==> config.mk <==
export PLATFORM = sky130hd
export DESIGN_NAME = data_demux_rx
export DESIGN_NICKNAME = d
export VERILOG_FILES = /design/src/rtl/data_mux_pkg.sv /design/src/rtl/data_demux_out_reg.sv /design/src/rtl/data_demux_rx.sv
export SDC_FILE = /design/constraint.sdc
export NUM_CORES = 1
export LEC_CHECK = 0
export CORE_AREA = 2 2 311 313
export DETAILED_ROUTE_END_ITERATION = 8
export DIE_AREA = 0 0 313 315
export SLEW_MARGIN = 20
export SYNTH_ARGS = -nofsm -noshare
export SYNTH_HDL_FRONTEND = slang
export SYNTH_SLANG_ARGS = --single-unit
==> constraint.sdc <==
create_clock -name clk -period 4.3 [get_ports clk]
set_clock_uncertainty 0.15 [all_clocks]
set_input_delay 0.43 -clock clk [delete_from_list [all_inputs] [get_ports clk]]
set_output_delay 0.43 -clock clk [all_outputs]
set_load 0.05 [all_outputs]
==> src/rtl/data_mux_pkg.sv <==
// Shared types and helpers for the link data mux / demux pair.
package data_mux_pkg;

  localparam int MAX_OUTPUTS = 16;
  localparam int SEL_W       = $clog2(MAX_OUTPUTS);
  localparam int MAX_DW      = 64;

  typedef enum logic [1:0] {
    UNLOCKED = 2'd0,
    ACQUIRE  = 2'd1,
    LOCKED   = 2'd2
  } rx_state_t;

  // Reverses the low 'width' bits of d; bits above 'width' come back as zero.
  function automatic logic [MAX_DW-1:0] bit_reverse(input logic [MAX_DW-1:0] d,
                                                    input int width);
    logic [MAX_DW-1:0] r;
    r = {<<{d}};
    return r >> (MAX_DW - width);
  endfunction

endpackage

==> src/rtl/data_demux_out_reg.sv <==
// One-deep AXIS holding register with a destination select; decodes the
// per-output valids and produces the upstream ready.
module data_demux_out_reg
  import data_mux_pkg::*;
#(
  parameter int DATA_WIDTH = 32,
  parameter int N_OUTPUTS  = 16
) (
  input  logic                  clk,
  input  logic                  aresetn,
  input  logic                  load_i,
  input  logic [DATA_WIDTH-1:0] data_i,
  input  logic [SEL_W-1:0]      sel_i,
  input  logic                  bx0_i,
  input  logic [N_OUTPUTS-1:0]  tready_out_i,
  output logic                  ready_o,
  output logic [N_OUTPUTS-1:0]  tvalid_o,
  output logic [DATA_WIDTH-1:0] data_o,
  output logic                  bx0_o
);

  logic                  valid_q, valid_d;
  logic [DATA_WIDTH-1:0] data_q, data_d;
  logic [SEL_W-1:0]      sel_q, sel_d;
  logic                  bx0_q, bx0_d;
  logic [MAX_OUTPUTS-1:0] rdy_ext;
  logic                  drain;

  // Widen so the 4-bit select can always index safely.
  assign rdy_ext = MAX_OUTPUTS'(tready_out_i);
  assign drain   = valid_q && rdy_ext[sel_q];
  assign ready_o = !valid_q || rdy_ext[sel_q];

  always_comb begin
    valid_d = valid_q;
    data_d  = data_q;
    sel_d   = sel_q;
    bx0_d   = bx0_q;
    if (load_i) begin
      valid_d = 1'b1;
      data_d  = data_i;
      sel_d   = sel_i;
      bx0_d   = bx0_i;
    end else if (drain) begin
      valid_d = 1'b0;
    end
  end

  always_ff @(posedge clk) begin
    if (!aresetn) begin
      valid_q <= 1'b0;
      data_q  <= '0;
      sel_q   <= '0;
      bx0_q   <= 1'b0;
    end else begin
      valid_q <= valid_d;
      data_q  <= data_d;
      sel_q   <= sel_d;
      bx0_q   <= bx0_d;
    end
  end

  for (genvar k = 0; k < N_OUTPUTS; k++) begin : g_vld
    assign tvalid_o[k] = valid_q && (sel_q == SEL_W'(k));
  end

  assign data_o = data_q;
  assign bx0_o  = bx0_q;

endmodule

==> src/rtl/data_demux_rx.sv <==
// Link RX demux: de-reverses link words, locks on the TX idle pattern,
// checks headers and routes data words to one of N_OUTPUTS AXIS buses.
module data_demux_rx
  import data_mux_pkg::*;
#(
  parameter int DATA_WIDTH         = 32,
  parameter int N_OUTPUTS          = 16,
  parameter int INPUT_REVERSE_BITS = 1
) (
  input  logic                                 clk,
  input  logic                                 aresetn,
  input  logic [DATA_WIDTH-1:0]                tdata_in,
  input  logic                                 tvalid_in,
  output logic                                 tready_in,
  output logic [N_OUTPUTS-1:0][DATA_WIDTH-1:0] tdata_out,
  output logic [N_OUTPUTS-1:0]                 tvalid_out,
  input  logic [N_OUTPUTS-1:0]                 tready_out,
  output logic                                 tuser_bx0_out,
  input  logic [15:0]                          n_lock_idles,
  input  logic [7:0]                           max_header_errors,
  input  logic [3:0]                           output_select,
  input  logic [DATA_WIDTH-1:0]                idle_word,
  input  logic [DATA_WIDTH-1:0]                idle_word_BX0,
  input  logic [DATA_WIDTH-1:0]                header_mask,
  input  logic [DATA_WIDTH-1:0]                header,
  input  logic [DATA_WIDTH-1:0]                header_BX0,
  input  logic                                 fc_linkReset,
  output logic                                 locked,
  output logic [15:0]                          header_err_count,
  output logic                                 bx0_pulse
);

  localparam logic [MAX_OUTPUTS-1:0] SEL_OK = (N_OUTPUTS >= MAX_OUTPUTS) ?
      {MAX_OUTPUTS{1'b1}} : MAX_OUTPUTS'((1 << N_OUTPUTS) - 1);

  logic [DATA_WIDTH-1:0] w;
  logic accept, is_idle, hdr_match, hdrb_match, hdr_ok, is_bx0, sel_ok, fwd;
  logic [15:0] n_eff;
  logic [16:0] idle_inc;
  logic [8:0]  err_inc;
  logic        idle_reach, err_trip;

  rx_state_t   state_q, state_d;
  logic [15:0] idle_cnt_q, idle_cnt_d;
  logic [7:0]  err_run_q, err_run_d;
  logic [15:0] err_cnt_q, err_cnt_d;
  logic        locked_q, bx0_pulse_q;
  logic [DATA_WIDTH-1:0] o_data;

  if (INPUT_REVERSE_BITS != 0) begin : g_rev
    assign w = DATA_WIDTH'(bit_reverse(MAX_DW'(tdata_in), DATA_WIDTH));
  end else begin : g_norev
    assign w = tdata_in;
  end

  assign accept     = tvalid_in && tready_in;
  assign is_idle    = (w == idle_word) || (w == idle_word_BX0);
  assign hdr_match  = (w & header_mask) == (header & header_mask);
  assign hdrb_match = (w & header_mask) == (header_BX0 & header_mask);
  assign hdr_ok     = hdr_match || hdrb_match;
  assign is_bx0     = (w == idle_word_BX0) || hdrb_match;
  assign sel_ok     = SEL_OK[output_select];

  assign n_eff      = (n_lock_idles == 16'd0) ? 16'd1 : n_lock_idles;
  assign idle_inc   = {1'b0, idle_cnt_q} + 17'd1;
  assign idle_reach = idle_inc >= {1'b0, n_eff};
  assign err_inc    = {1'b0, err_run_q} + 9'd1;
  assign err_trip   = (max_header_errors != 8'd0) && (err_inc >= {1'b0, max_header_errors});

  always_comb begin
    state_d    = state_q;
    idle_cnt_d = idle_cnt_q;
    err_run_d  = err_run_q;
    err_cnt_d  = err_cnt_q;
    fwd        = 1'b0;
    if (fc_linkReset) begin
      state_d    = UNLOCKED;
      idle_cnt_d = '0;
      err_run_d  = '0;
    end else if (accept) begin
      case (state_q)
        // idle_cnt is zero in UNLOCKED, so the same count/compare covers both.
        UNLOCKED, ACQUIRE: begin
          if (is_idle) begin
            if (idle_reach) begin
              state_d    = LOCKED;
              idle_cnt_d = '0;
              err_run_d  = '0;
            end else begin
              state_d    = ACQUIRE;
              idle_cnt_d = idle_inc[15:0];
            end
          end else begin
            state_d    = UNLOCKED;
            idle_cnt_d = '0;
          end
        end
        LOCKED: begin
          if (!is_idle) begin
            if (hdr_ok) begin
              err_run_d = '0;
              fwd       = sel_ok;
            end else begin
              err_run_d = err_inc[8] ? 8'hFF : err_inc[7:0];
              err_cnt_d = (err_cnt_q == 16'hFFFF) ? err_cnt_q : err_cnt_q + 16'd1;
              if (err_trip) begin
                state_d   = UNLOCKED;
                err_run_d = '0;
              end
            end
          end
        end
        default: state_d = UNLOCKED;
      endcase
    end
  end

  always_ff @(posedge clk) begin
    if (!aresetn) begin
      state_q     <= UNLOCKED;
      idle_cnt_q  <= '0;
      err_run_q   <= '0;
      err_cnt_q   <= '0;
      locked_q    <= 1'b0;
      bx0_pulse_q <= 1'b0;
    end else begin
      state_q     <= state_d;
      idle_cnt_q  <= idle_cnt_d;
      err_run_q   <= err_run_d;
      err_cnt_q   <= err_cnt_d;
      locked_q    <= (state_d == LOCKED);
      bx0_pulse_q <= accept && is_bx0;
    end
  end

  data_demux_out_reg #(
    .DATA_WIDTH (DATA_WIDTH),
    .N_OUTPUTS  (N_OUTPUTS)
  ) u_out (
    .clk          (clk),
    .aresetn      (aresetn),
    .load_i       (fwd),
    .data_i       (w),
    .sel_i        (output_select),
    .bx0_i        (is_bx0),
    .tready_out_i (tready_out),
    .ready_o      (tready_in),
    .tvalid_o     (tvalid_out),
    .data_o       (o_data),
    .bx0_o        (tuser_bx0_out)
  );

  for (genvar k = 0; k < N_OUTPUTS; k++) begin : g_dout
    assign tdata_out[k] = o_data;
  end

  assign locked           = locked_q;
  assign header_err_count = err_cnt_q;
  assign bx0_pulse        = bx0_pulse_q;

endmodule

# Word level (Yosys, flattened, before mapping)
# Memories as Yosys holds them, arrays and structs flattened.
# Cells that the tools add are included.
[word_totals]
ff_bits = 82
romBits = 16
inputBits = 240
out_inout_bits = 548
elab_cells = 116
mem_count = 1
[mem_list]
columns = ["memory", "words", "word_bits", "rd", "rd_ports_with_merged_regs", "wr", "line_no", "text"]
rows = [
  ["(name not given)", 16, 1, 1, 0, 0, "data_demux_rx.sv:62", "assign sel_ok = SEL_OK[output_select];"],
]
[classes]
n_addsub = 3
n_lt_le_gt_ge = 4
eq_ne = 26
n_mux = 28
n_bitwise = 8
n_reduce_logical = 36
[ops]
columns = ["cell", "count"]
rows = [
  ["$eq 32x32->1", 4],
  ["$and 32x32->32", 3],
  ["$mux 16", 3],
  ["$mux 8", 6],
  ["$eq 4x4->1 const B", 8],
  ["$logic_and 1x1->1", 20],
  ["$add 16x1->17 const B", 1],
  ["$ge 17x16->1", 1],
  ["$add 16x1->16 const B", 1],
  ["$eq 16x16->1 const B", 1],
  ["$eq 4x3->1 const B", 4],
  ["$logic_not 16->1", 1],
  ["$pmux 8 s2", 1],
  ["$mux 2", 7],
  ["$lt 4x5->1 const B", 2],
  ["$add 8x1->9 const B", 1],
  ["$ge 9x8->1", 1],
  ["$mux 1", 9],
  ["$eq 4x2->1 const B", 2],
  ["$reduce_bool 8->1", 1],
  ["$ne 2x2->1 const B", 3],
  ["$reduce_and 6->1", 1],
  ["$not 1->1", 5],
  ["$reduce_and 5->1", 1],
  ["other kinds (12)", 18],
]

# Depth between registers and ports, before layout
[depth]
depth_word = 10
mapped_depth = 16
ltp_nobuf = 15

# By module
# Synthesis repeated with hierarchy kept, for this count alone.
[unflattened]
cells_unflattened = 1207
hier_area_um2 = 9912.0
[by_module_without_submodules]
columns = ["module", "instances", "cells_each", "area_per_inst_um2", "seq_area_each_um2"]
rows = [
  ["data_demux_rx", 1, 1044, 8211.6, 880.8],
  ["data_demux_out_reg", 1, 163, 1700.4, 760.7],
]

# Worst setup path after synthesis
# OpenSTA, ideal clock, no wires.
[synth_path]
path_kind = "reg-to-reg"
startpoint = "register idle_cnt_q[0]"
endpoint = "register err_run_q[5]"
setup_time_ns = 0.086
arrival_time_ns = 3.056
required_ns = 4.064
path_slack_ns = 1.008
stages_incl_launch_ff = 16
n_path_buf = 1
period_less_slack_ns = 3.292
cell_sequence = "dfxtp_1 > ha_1 > nand3_1 > nor2_1 > nand2_1 > xnor2_1 > ha_1 > nand4_1 > a2111oi_0 > o31ai_1 > o2111ai_1 > nand2_1 > o31ai_2 > buf_6 > a21oi_1 > a211oi_1"
[synth_via]
elab_chain_cells = 4
[synth_rtl]
columns = ["item", "line_no", "text"]
rows = [
  ["start, declared", "data_demux_rx.sv:44", "logic [15:0] idle_cnt_q, idle_cnt_d;"],
  ["start signal, assigned", "data_demux_rx.sv:128", "idle_cnt_q <= idle_cnt_d;"],
  ["$add 16x1->17", "data_demux_rx.sv:65", "assign idle_inc = {1'b0, idle_cnt_q} + 17'd1;"],
  ["$ge 17x16->1", "data_demux_rx.sv:66", "assign idle_reach = idle_inc >= {1'b0, n_eff};"],
  ["$ne 2x2->1 (no line)", "-", ""],
  ["$reduce_and 5->1 (no line)", "-", ""],
  ["end signal, assigned", "data_demux_rx.sv:129", "err_run_q <= err_run_d;"],
  ["end, declared", "data_demux_rx.sv:45", "logic [7:0] err_run_q, err_run_d;"],
]
# Every way passes these cells.
# A chain may end at the register's enable or synchronous reset.

# Final worst setup path
[layout_path]
startpoint = "input tdata_in[13]"
endpoint = "register idle_cnt_q[12]"
[layout_via]
elab_chain_cells = 3
word_cells_on_any_way = 4
classes_between = "eq/ne (2); mux (1); reduce/logical (1)"
[layout_rtl]
columns = ["item", "line_no", "text"]
rows = [
  ["start, declared", "data_demux_rx.sv:12", "input logic [DATA_WIDTH-1:0] tdata_in,"],
  ["$eq 32x32->1", "data_demux_rx.sv:57", "assign is_idle = (w == idle_word) || (w == idle_word_BX0);"],
  ["$logic_or 1x1->1 *", "data_demux_rx.sv:57", ""],
  ["$mux 16 *", "data_demux_rx.sv:84", "if (is_idle) begin"],
]
# Every way passes the cells marked *; elsewhere a longest branch is shown, timed or not.

==> results_dict.tcl <==
set metrics [dict create \
    status "finished clean" \
    synth.avg_cell_area_um2 8.015 \
    grt_antenna_before_repair 22 \
    critPathCaptureType "register" \
    ir_drop_uv 195.0 \
    tns_ns 0 \
    period_needed_ns 3.912 \
    die_width_um 313 \
    dieArea_mm2 0.09860 \
    gp_congestion 0.9573 \
    register_area_mm2 0.001642 \
    combPwrFrac_pct 25.1 \
    path_class "input pin to register" \
    path_cells "clkdlybuf4s50_1 > buf_4 > xor2_1 > nor4_1 > nand4_1 > nor2_1 > buf_4 > nor2_1 > buf_12 > nor3_4 > buf_12 > a41oi_1 > a311oi_1" \
    fin_crit_sh_pct 90.97 \
    nNetsFinal 1799 \
    clock_latency_ns 0.39 \
    hold_path.class "register to register" \
    yosys_warnings 0 \
    required_ns 4.45 \
    seq_power_share_pct 33.7 \
    clk_pin_slew_worst_paths_ns 0.07 \
    grt_max_degree 30 \
    post_cts_buffers 0 \
    grt_util_all_layers_pct 10.69 \
    nFillCells 10730 \
    gr-total-overflow 0 \
    routedWlPerCell_um 19.96 \
    switching_power_uw 685.0 \
    finalSetupViolations 0 \
    maxSlewViolCount 0 \
    multi_input_area_mm2 0.004248 \
    critPathSlowestCell "nor4_1" \
    drc 0 \
    swShare_pct 30.35 \
    synth_fp_nets 1496 \
    synthTopCellsByCount "buf_4 (482), xor2_1 (140), dfxtp_1 (82), nor2_1 (80), clkbuf_1 (41)" \
    synth_area_mm2 0.009851 \
    netlist_top_cells_area "buf_4 (37%), dfxtp_1 (17%), xor2_1 (12%)" \
    syn_to_final_growth_pct 64.61 \
    ctsHoldBuffers 0 \
    ios 788 \
    start_util_pct 10.29 \
    synth_edf_count 0 \
    crit_arrival_ns 4.06 \
    yosysSeqAreaShare_pct 16.66 \
    synth_flop_cell "dfxtp_1" \
    critPathLaunchType "input pin" \
    cts_tree "done" \
    pwr-share-clk_pct 41.2 \
    crit_fanout 25 \
    synth_seq_cells 82 \
    post_dp_cell_area_mm2 0.01588 \
    p_leak_uw 0.005434 \
    fp-row-count 114 \
    routed_wirelength_mm 56.24 \
    root_buffer "clkbuf_16" \
    io_buffers 787 \
    cts_resized 0 \
    viasPerCell 3.202 \
    grt_pass1_wl_mm 72.19 \
    synth_cell_types 54 \
    ant_nets 0 \
    first_pass_iters 5 \
    synth.most_common_cell "buf_4" \
    dp_hpwl_mm 48.02 \
    post_route_cells_drive_above_1_share_pct 4.815 \
    routed-via-count 9021 \
    async_flop_share_pct 0 \
    tightest_slew_ns 1.156 \
    design.core.area_mm2 0.09571 \
    critPathMaxStageDelay_ns 0.73 \
    numCtsBuffers 9 \
    cts-htree-levels 3 \
    synth_cells 1229 \
    slew_headroom_pct 22.84 \
    power.density_mw_per_mm2 139.2 \
    fmax_mhz 255.7 \
    drtIter0Drc 410 \
    design_area_mm2 0.01622 \
    synth_top_area_share_pct 36.73 \
    clock-sinks 82 \
    grt_pass1_vias 8692 \
    rsz0062_at_grt "no" \
    drv_cap 0 \
    hold_viol 0 \
    die_y_um 315 \
    synth_top_area_cell "buf_4" \
    p_int_uw 1572 \
    cts_max_path_buffers 2 \
]
-- layout make-up --
class	instances	area share, %
repair buffers	829	51.06
clock inverters	6	0.6019
multi-input cells	580	26.20
inverters	30	0.6944
flip-flops and latches	82	10.12
well taps	1276	9.846
clock buffers	10	1.412
diodes	4	0.06173
-- registers in the layout, indices dropped and copies added, names as in the netlist --
signal / count
bx0_pulse: 1
u_out.data_o: 32
u_out.bx0_o: 1
idle_cnt_q: 16
locked: 1
header_err_count: 16
state_q: 2
err_run_q: 8
u_out.sel_q: 4
u_out.valid_q: 1
-- per-layer routing --
| layer | GRT usage, % | share of wire [%] | routed length, um |
|---|---|---|---|
| met1 | 11.51 | 38 | 21360 |
| met2 | 18.45 | 49 | 27420 |
| met3 | 4.585 | 9.3 | 5241 |
| met4 | 4.176 | 3.7 | 2085 |
| met5 | 0 | 0.22 | 123 |
-- per-stage QoR --
stage          cells  hold WS, ns  util [%]  setup slack, ns  total power, uW
2_1_floorplan   1229       0.3079         -            1.008            955.4
3_3_place_gp    2797       0.3282     16.59         -0.07216             1343
3_5_place_dp    2797       0.3299     16.59        -0.007990             1344
4_1_cts         2813       0.3435     16.93           0.3627             2325
5_1_grt         2813       0.3630     16.93          0.03988             2360
6_report        2817       0.3433     16.94           0.3884             2257
-- placed cells by master (no fill, tap or decap), types with 10 or more instances in the layout --
master	instances
clkdlybuf4s50_1	787
nor4_1	24
nand2_1	24
nor2_1	80
xnor2_1	10
dfxtp_1	82
a21oi_1	34
nand4_1	21
buf_4	35
mux2i_1	40
xor2_1	140
o21ai_0	14
nand3_1	27
nand2b_1	11
ha_1	27
inv_1	29
a22oi_1	38
-- logic make-up after synthesis --
kind of cell / Yosys count / synth area share, %
AOI/OAI and AO/OA: 127 / 8.904
xor gates and xnor gates: 150 / 13.34
adders and majority gates: 27 / 3.429
buffers and inverters: 567 / 40.39
DFF: 82 / 16.66
muxes: 45 / 5.131
and+or+nand+nor: 231 / 12.14
-- final timing paths --
path | start | endpoint | slack [ns] | cells after the start
setup / recovery | tdata_in[13] | idle_cnt_q[12] | 0.39 | 13
hold / removal | header_err_count[15] | header_err_count[15] | 0.34 | 2
setup reg to reg | idle_cnt_q[2] | err_run_q[3] | 0.41 | 14
hold reg to reg | header_err_count[15] | header_err_count[15] | 0.34 | 2
-- power groups by stage --
stage / clock [uW] / combinational, uW / sequential (uW)
finish: 931 / 566 / 760
global route: 1000 / 596 / 760
CTS: 995 / 569 / 760
detailed placement: 0 / 566 / 778
global placement: 0 / 566 / 778
floorplan: 0 / 176 / 779
-- critical path, delay by kind of cell --
family | cells | cell delay [ns]
AOI/OAI and AO/OA | 2 | 0.38
xor gates and xnor gates | 1 | 0.18
buffers and inverters | 5 | 1.49
and+or+nand+nor | 5 | 1.53
Power figures use the tool's default switching activity.
